==> config.mk <==
export PLATFORM = sky130hd
export DESIGN_NAME = audio_input
export DESIGN_NICKNAME = d
export VERILOG_FILES = /design/src/rtl/audio_pkg.sv /design/src/rtl/sync_fifo.sv /design/src/rtl/audio_input.sv
export SDC_FILE = /design/constraint.sdc
export NUM_CORES = 1
export LEC_CHECK = 0
export CAP_MARGIN = 5
export CORE_MARGIN = 2
export CORE_UTILIZATION = 25
export CTS_CLUSTER_DIAMETER = 60
export DETAILED_ROUTE_END_ITERATION = 10
export PLACE_DENSITY = 0.41
export SYNTH_ARGS = -nofsm -noshare
export SYNTH_HDL_FRONTEND = slang
export SYNTH_HIERARCHICAL = 1
export SYNTH_SLANG_ARGS = --single-unit
==> constraint.sdc <==
create_clock -name clk -period 7 [get_ports clk]
set_clock_uncertainty 0.05 [all_clocks]
set_input_delay 1.05 -clock clk [delete_from_list [all_inputs] [get_ports clk]]
set_output_delay 1.05 -clock clk [all_outputs]
set_load 0.1 [all_outputs]
==> src/rtl/audio_pkg.sv <==
// Shared widths, stereo sample layout and count-to-PCM scaling for audio_input.
// Latency: none (types, constants and a combinational helper only).
// Backpressure: not applicable.
package audio_pkg;

  localparam int PCM_WIDTH        = 16;
  localparam int ACC_WIDTH        = 17;
  localparam int DROP_COUNT_WIDTH = 8;

  // One stereo sample as it sits in the FIFO and on the data port: R high, L low.
  typedef struct packed {
    logic [PCM_WIDTH-1:0] r;
    logic [PCM_WIDTH-1:0] l;
  } stereo_t;

  // Scale a window count by 2^shift; a 32-bit intermediate lets it clip to full scale instead of wrapping.
  function automatic logic [PCM_WIDTH-1:0] to_pcm(input logic [ACC_WIDTH-1:0] count,
                                                  input logic [3:0]           shift);
    logic [31:0] wide;
    wide = {{(32-ACC_WIDTH){1'b0}}, count} << shift;
    return (wide > 32'h0000_FFFF) ? {PCM_WIDTH{1'b1}} : wide[PCM_WIDTH-1:0];
  endfunction

endpackage

==> src/rtl/sync_fifo.sv <==
// Single-clock FIFO of 2^ADDR_WIDTH entries with a registered read port.
// Latency: write visible (empty low) the cycle after the push; read data and rd_valid one cycle after rd_en.
// Backpressure: write ignored when full unless a read happens in the same cycle; read ignored when empty.
module sync_fifo #(
  parameter int DATA_WIDTH = 32,
  parameter int ADDR_WIDTH = 4
) (
  input  logic                  clk,
  input  logic                  reset,
  input  logic                  wr_en,
  input  logic [DATA_WIDTH-1:0] wr_data,
  input  logic                  rd_en,
  output logic [DATA_WIDTH-1:0] rd_data,
  output logic                  rd_valid,
  output logic                  full,
  output logic                  empty
);

  localparam int DEPTH = 1 << ADDR_WIDTH;

  logic [DATA_WIDTH-1:0] mem [DEPTH];
  logic [ADDR_WIDTH-1:0] wr_ptr;
  logic [ADDR_WIDTH-1:0] rd_ptr;
  logic [ADDR_WIDTH:0]   count;
  logic                  do_rd;
  logic                  do_wr;

  // count never exceeds DEPTH, so its top bit alone means full.
  assign full  = count[ADDR_WIDTH];
  assign empty = (count == '0);
  assign do_rd = rd_en && !empty;
  // A same-cycle read frees the slot, so a write into a full FIFO is still taken.
  assign do_wr = wr_en && (!full || do_rd);

  // Pointer and occupancy bookkeeping.
  always_ff @(posedge clk) begin
    if (reset) begin
      wr_ptr <= '0;
      rd_ptr <= '0;
      count  <= '0;
    end else begin
      if (do_wr) wr_ptr <= wr_ptr + 1'b1;
      if (do_rd) rd_ptr <= rd_ptr + 1'b1;
      count <= count + {{ADDR_WIDTH{1'b0}}, do_wr} - {{ADDR_WIDTH{1'b0}}, do_rd};
    end
  end

  // Storage array; needs no reset because occupancy guards every read.
  always_ff @(posedge clk) begin
    if (do_wr) mem[wr_ptr] <= wr_data;
  end

  // Registered read port: data holds between pops, rd_valid pulses once per pop.
  always_ff @(posedge clk) begin
    if (reset) begin
      rd_data  <= '0;
      rd_valid <= 1'b0;
    end else begin
      rd_valid <= do_rd;
      if (do_rd) rd_data <= mem[rd_ptr];
    end
  end

endmodule

==> src/rtl/audio_input.sv <==
// Stereo delta-sigma capture: counts ones per window, scales to PCM, queues {R,L}; AUDIO_INPUT_OVERRUN_EN adds drop tracking.
// Latency: 2-cycle input sync; sample pushed on the window-end edge; data/valid one cycle after a popping req.
// Backpressure: none upstream; a window ending on a full FIFO with no same-cycle pop drops that sample.
module audio_input
  import audio_pkg::*;
#(
  parameter int FIFO_DEPTH_IN_BITS = 4
) (
  input  logic                        clk,
  input  logic                        reset,
  input  logic                        ext_audio_r,
  input  logic                        ext_audio_l,
  input  logic [15:0]                 clock_divider,
  input  logic [3:0]                  gain_shift,
  input  logic                        req,
  output logic [31:0]                 data,
  output logic                        valid,
  output logic                        empty,
  output logic                        overrun,
  output logic [DROP_COUNT_WIDTH-1:0] drop_count,
  input  logic                        clear_overrun
);

  logic [1:0]           sync_r;
  logic [1:0]           sync_l;
  logic [15:0]          win_cnt;
  logic [ACC_WIDTH-1:0] acc_r;
  logic [ACC_WIDTH-1:0] acc_l;
  logic [ACC_WIDTH-1:0] sum_r;
  logic [ACC_WIDTH-1:0] sum_l;
  logic                 win_end;
  logic                 fifo_full;
  logic                 pop;
  logic                 drop;
  stereo_t              sample;

  // Two-flop synchronizers for the asynchronous bit streams; bit [1] is the usable bit.
  always_ff @(posedge clk) begin
    if (reset) begin
      sync_r <= '0;
      sync_l <= '0;
    end else begin
      sync_r <= {sync_r[0], ext_audio_r};
      sync_l <= {sync_l[0], ext_audio_l};
    end
  end

  // Window down-counter; clock_divider only matters at reload, so mid-window changes take effect next window.
  always_ff @(posedge clk) begin
    if (reset || win_end) win_cnt <= clock_divider;
    else                  win_cnt <= win_cnt - 1'b1;
  end

  assign win_end = (win_cnt == '0);

  // The window-end cycle's own bit belongs to the closing window, so the pushed count is acc + bit.
  assign sum_r = acc_r + ACC_WIDTH'(sync_r[1]);
  assign sum_l = acc_l + ACC_WIDTH'(sync_l[1]);

  // Per-channel ones counters, restarted at every window end (and on reset, discarding a partial window).
  always_ff @(posedge clk) begin
    if (reset || win_end) begin
      acc_r <= '0;
      acc_l <= '0;
    end else begin
      acc_r <= sum_r;
      acc_l <= sum_l;
    end
  end

  assign sample = {to_pcm(sum_r, gain_shift), to_pcm(sum_l, gain_shift)};
  assign pop    = req && !empty;
  assign drop   = win_end && fifo_full && !pop;

  sync_fifo #(
    .DATA_WIDTH($bits(stereo_t)),
    .ADDR_WIDTH(FIFO_DEPTH_IN_BITS)
  ) u_fifo (
    .clk      (clk),
    .reset    (reset),
    .wr_en    (win_end),
    .wr_data  (sample),
    .rd_en    (req),
    .rd_data  (data),
    .rd_valid (valid),
    .full     (fifo_full),
    .empty    (empty)
  );

`ifdef AUDIO_INPUT_OVERRUN_EN
  // Sticky drop tracking; a drop in the same cycle as a clear wins and restarts the count at one.
  always_ff @(posedge clk) begin
    if (reset) begin
      overrun    <= 1'b0;
      drop_count <= '0;
    end else if (drop) begin
      overrun <= 1'b1;
      if (clear_overrun)          drop_count <= DROP_COUNT_WIDTH'(1);
      else if (drop_count != '1)  drop_count <= drop_count + 1'b1;
    end else if (clear_overrun) begin
      overrun    <= 1'b0;
      drop_count <= '0;
    end
  end
`else
  // Drops still happen, they are just not reported.
  assign overrun    = 1'b0;
  assign drop_count = '0;

  logic unused_drop_tracking;
  assign unused_drop_tracking = clear_overrun ^ drop;
`endif

endmodule

==> results.yml <==
placement:
  port_buffers: 58
  place_inst: 2999
  gp_congestion: 0.7497
  dp_hpwl_um: 39010
logic_synthesis:
  synthesis.area_mm2: 0.02616
  synth_edf_count: 512
  ys_seq_area_share_pct: 66.44
  ys_warn_count: 6
  synth_seq_cells: 612
  synthCells: 1630
  syn_area_per_cell_um2: 16.05
  synth_cell_types: 91
  async_flop_share_pct: 0
  yosys_most_used_dff: "edfxtp_1"
sta:
  timing.hold.ws_ns: 0.3888
  fmax_mhz: 211.4
  drv_slew: 0
  hold_violations: 0
  rsz0062_at_grt: "no"
  tns_ns: 0
  setup_viol: 0
  period_needed_ns: 4.731
  slew_headroom_pct: 14.11
  fin_crit_sh_pct: 67.59
  worstMarginPinSlew_ns: 1.283
cts:
  cts_tree: "yes"
  cts_setup_buffers: 0
  htreeDepth: 3
  cts_resized: 0
  insertion_delay_ns: 0.62
  cts_buffers: 73
  cts.clk_slew.worst_paths_ns: 0.06
  cts_hold_buf: 0
  clockBufferDepth: 3
  clock-sinks: 612
  root_buffer: "clkbuf_16"
cells_and_area:
  layout.cells.non_filler: 3138
  final_cell_mix: "edfxtp_1, mux4_2, nor2_1, dfxtp_1, nand2_1"
  diodes: 0
  synthToLayoutAreaGrowth_pct: 17.93
  nets: 1743
  layout_commonest_cell: "edfxtp_1"
  drive_above_1_share_pct: 21.50
drt:
  via_per_inst: 4.674
  drc: 0
  vias: 14670
  avgRoutedWirePerCell_um: 21.90
  dr.first_iter.drc_count: 990
  wl_um: 68720
  ant_nets: 0
  drtPass1Iterations: 5
die:
  die_area_mm2: 0.1072
  start_util_pct: 25.24
  coreArea_mm2: 0.1036
  die_y_um: 327.5
  die_x_um: 327.5
  ioPinCount: 69
  row_count: 118
flow_run:
  maxCapViolCount: 0
worst_setup_path:
  cp_top_family: "simple AND/OR/NAND/NOR gates"
  worstSetupStartpointType: "flip-flop"
  crit_path_end_kind: "flip-flop"
  r2r_slack_ns: 2.27
  path_max_fanout: 16
  crit_chain: "ha_1 > ha_1 > nand3_1 > nor4_2 > nor2_1 > a211oi_1 > a31oi_1 > o22a_1 > nor2_2 > o211ai_1"
  crit_top_cell: "ha_1"
  crit_buf_inv: 0
  critPathMaxStageDelay_ns: 0.87
  crit_path_top_delay_cell: "nor4_2"
  path_class: "flip-flop to flip-flop"
  cp.required_ns: 7.09
  worstPathArrival_ns: 4.82
global_route:
  grt_pass1_vias: 15190
  grt_max_degree: 102
  grt.overflow.total: 0
  grt_pass1_wl_um: 101600
  antenna_found_initial: 0
  grtUsageTotal_pct: 12.77
power:
  ir_worst_vdd_mv: 0.1530
  p_leak_nw: 9.619
  p_total_mw: 9.688
  power_density_mw_per_mm2: 314.1
status:
  status: "completed"
min_path:
  holdCritPathClass: "flip-flop to flip-flop"
## cell families after synthesis
kind of cell,share of synthesized area [%]
AOI/OAI and AO/OA,6.592
xor gates and xnor gates,1.636
adders and majority gates,0.8802
buffers and inverters,2.679
DFF,66.44
muxes,14.88
other,0.01434
and+or+nand+nor,6.884
## sequential cells by signal, summed over array words and instances, names as in the netlist
signal,flops
acc_l,17
acc_r,17
sync_l,2
sync_r,2
u_fifo/count,5
u_fifo/mem,512
u_fifo/rd_data,32
u_fifo/rd_ptr,4
u_fifo/rd_valid,1
u_fifo/wr_ptr,4
win_cnt,16
## routing by layer
layer / track usage (%) / wire length, um
met5: 0 / 0
met1: 17.11 / 31410
met4: 3.161 / 1494
met2: 21.47 / 33390
met3: 2.138 / 2419
## worst paths after layout
path | from | end | depth (start not counted)
worst min-delay path | sync_l[0]$_SDFF_PP0_ | sync_l[1]$_SDFF_PP0_ | 1
worst max-delay path | sync_l[1]$_SDFF_PP0_ | u_fifo/mem[14][2]$_DFFE_PP_ | 10
worst max register to register | sync_l[1]$_SDFF_PP0_ | u_fifo/mem[14][2]$_DFFE_PP_ | 10
worst min register to register | sync_l[0]$_SDFF_PP0_ | sync_l[1]$_SDFF_PP0_ | 1
## synth_stat cells, types with 13 or more instances
master / n / area [um^2]
nand2_1: 80 / 300.3
nand4_1: 13 / 81.33
xor2_1: 21 / 183.9
nor2b_1: 16 / 100.1
mux2i_1: 46 / 460.4
buf_4: 14 / 105.1
clkbuf_1: 51 / 191.4
dfxtp_1: 100 / 2002
nor2_1: 113 / 424.2
o21ai_0: 36 / 180.2
a221o_1: 32 / 320.3
a21oi_1: 28 / 140.1
inv_1: 27 / 101.4
o211ai_1: 26 / 195.2
mux4_2: 129 / 2905
xnor2_1: 26 / 227.7
ha_1: 16 / 200.2
and2_1: 16 / 100.1
edfxtp_1: 512 / 15370
nand3_1: 35 / 175.2
mux2_2: 44 / 495.5
buf_2: 41 / 205.2
nor3_1: 17 / 85.08
## report_power, final
part	leakage [nW]	total [mW]	internal, mW	switching [mW]
Clock	1.19	3.81	2.26	1.55
Sequential	5.41	4.25	4.10	0.147
Combinational	3.02	1.63	0.612	1.02
## area by class of cell
class	instances	area [um^2]
clock inverter	38	426.7
inverter	28	105.1
multi-input combinational	879	8234
fill	10320	72800
tap	1380	1727
clock buffer	95	1999
sequential	612	17390
timing repair buffer	106	965.9
## through the flow
| stage | cell area, um^2 | setup WS [ns] | utilization (%) |
|---|---|---|---|
| 6_report | 30850 | 2.269 | 29.76 |
| 5_1_grt | 30850 | 1.650 | 29.76 |
| 4_1_cts | 30780 | 2.182 | 29.70 |
| 3_5_place_dp | 28360 | 1.802 | 27.36 |
| 3_3_place_gp | 28360 | 1.852 | 27.36 |
| 2_1_floorplan | 26190 | 2.079 | - |
No activity file was read; power rests on OpenSTA's default activity.
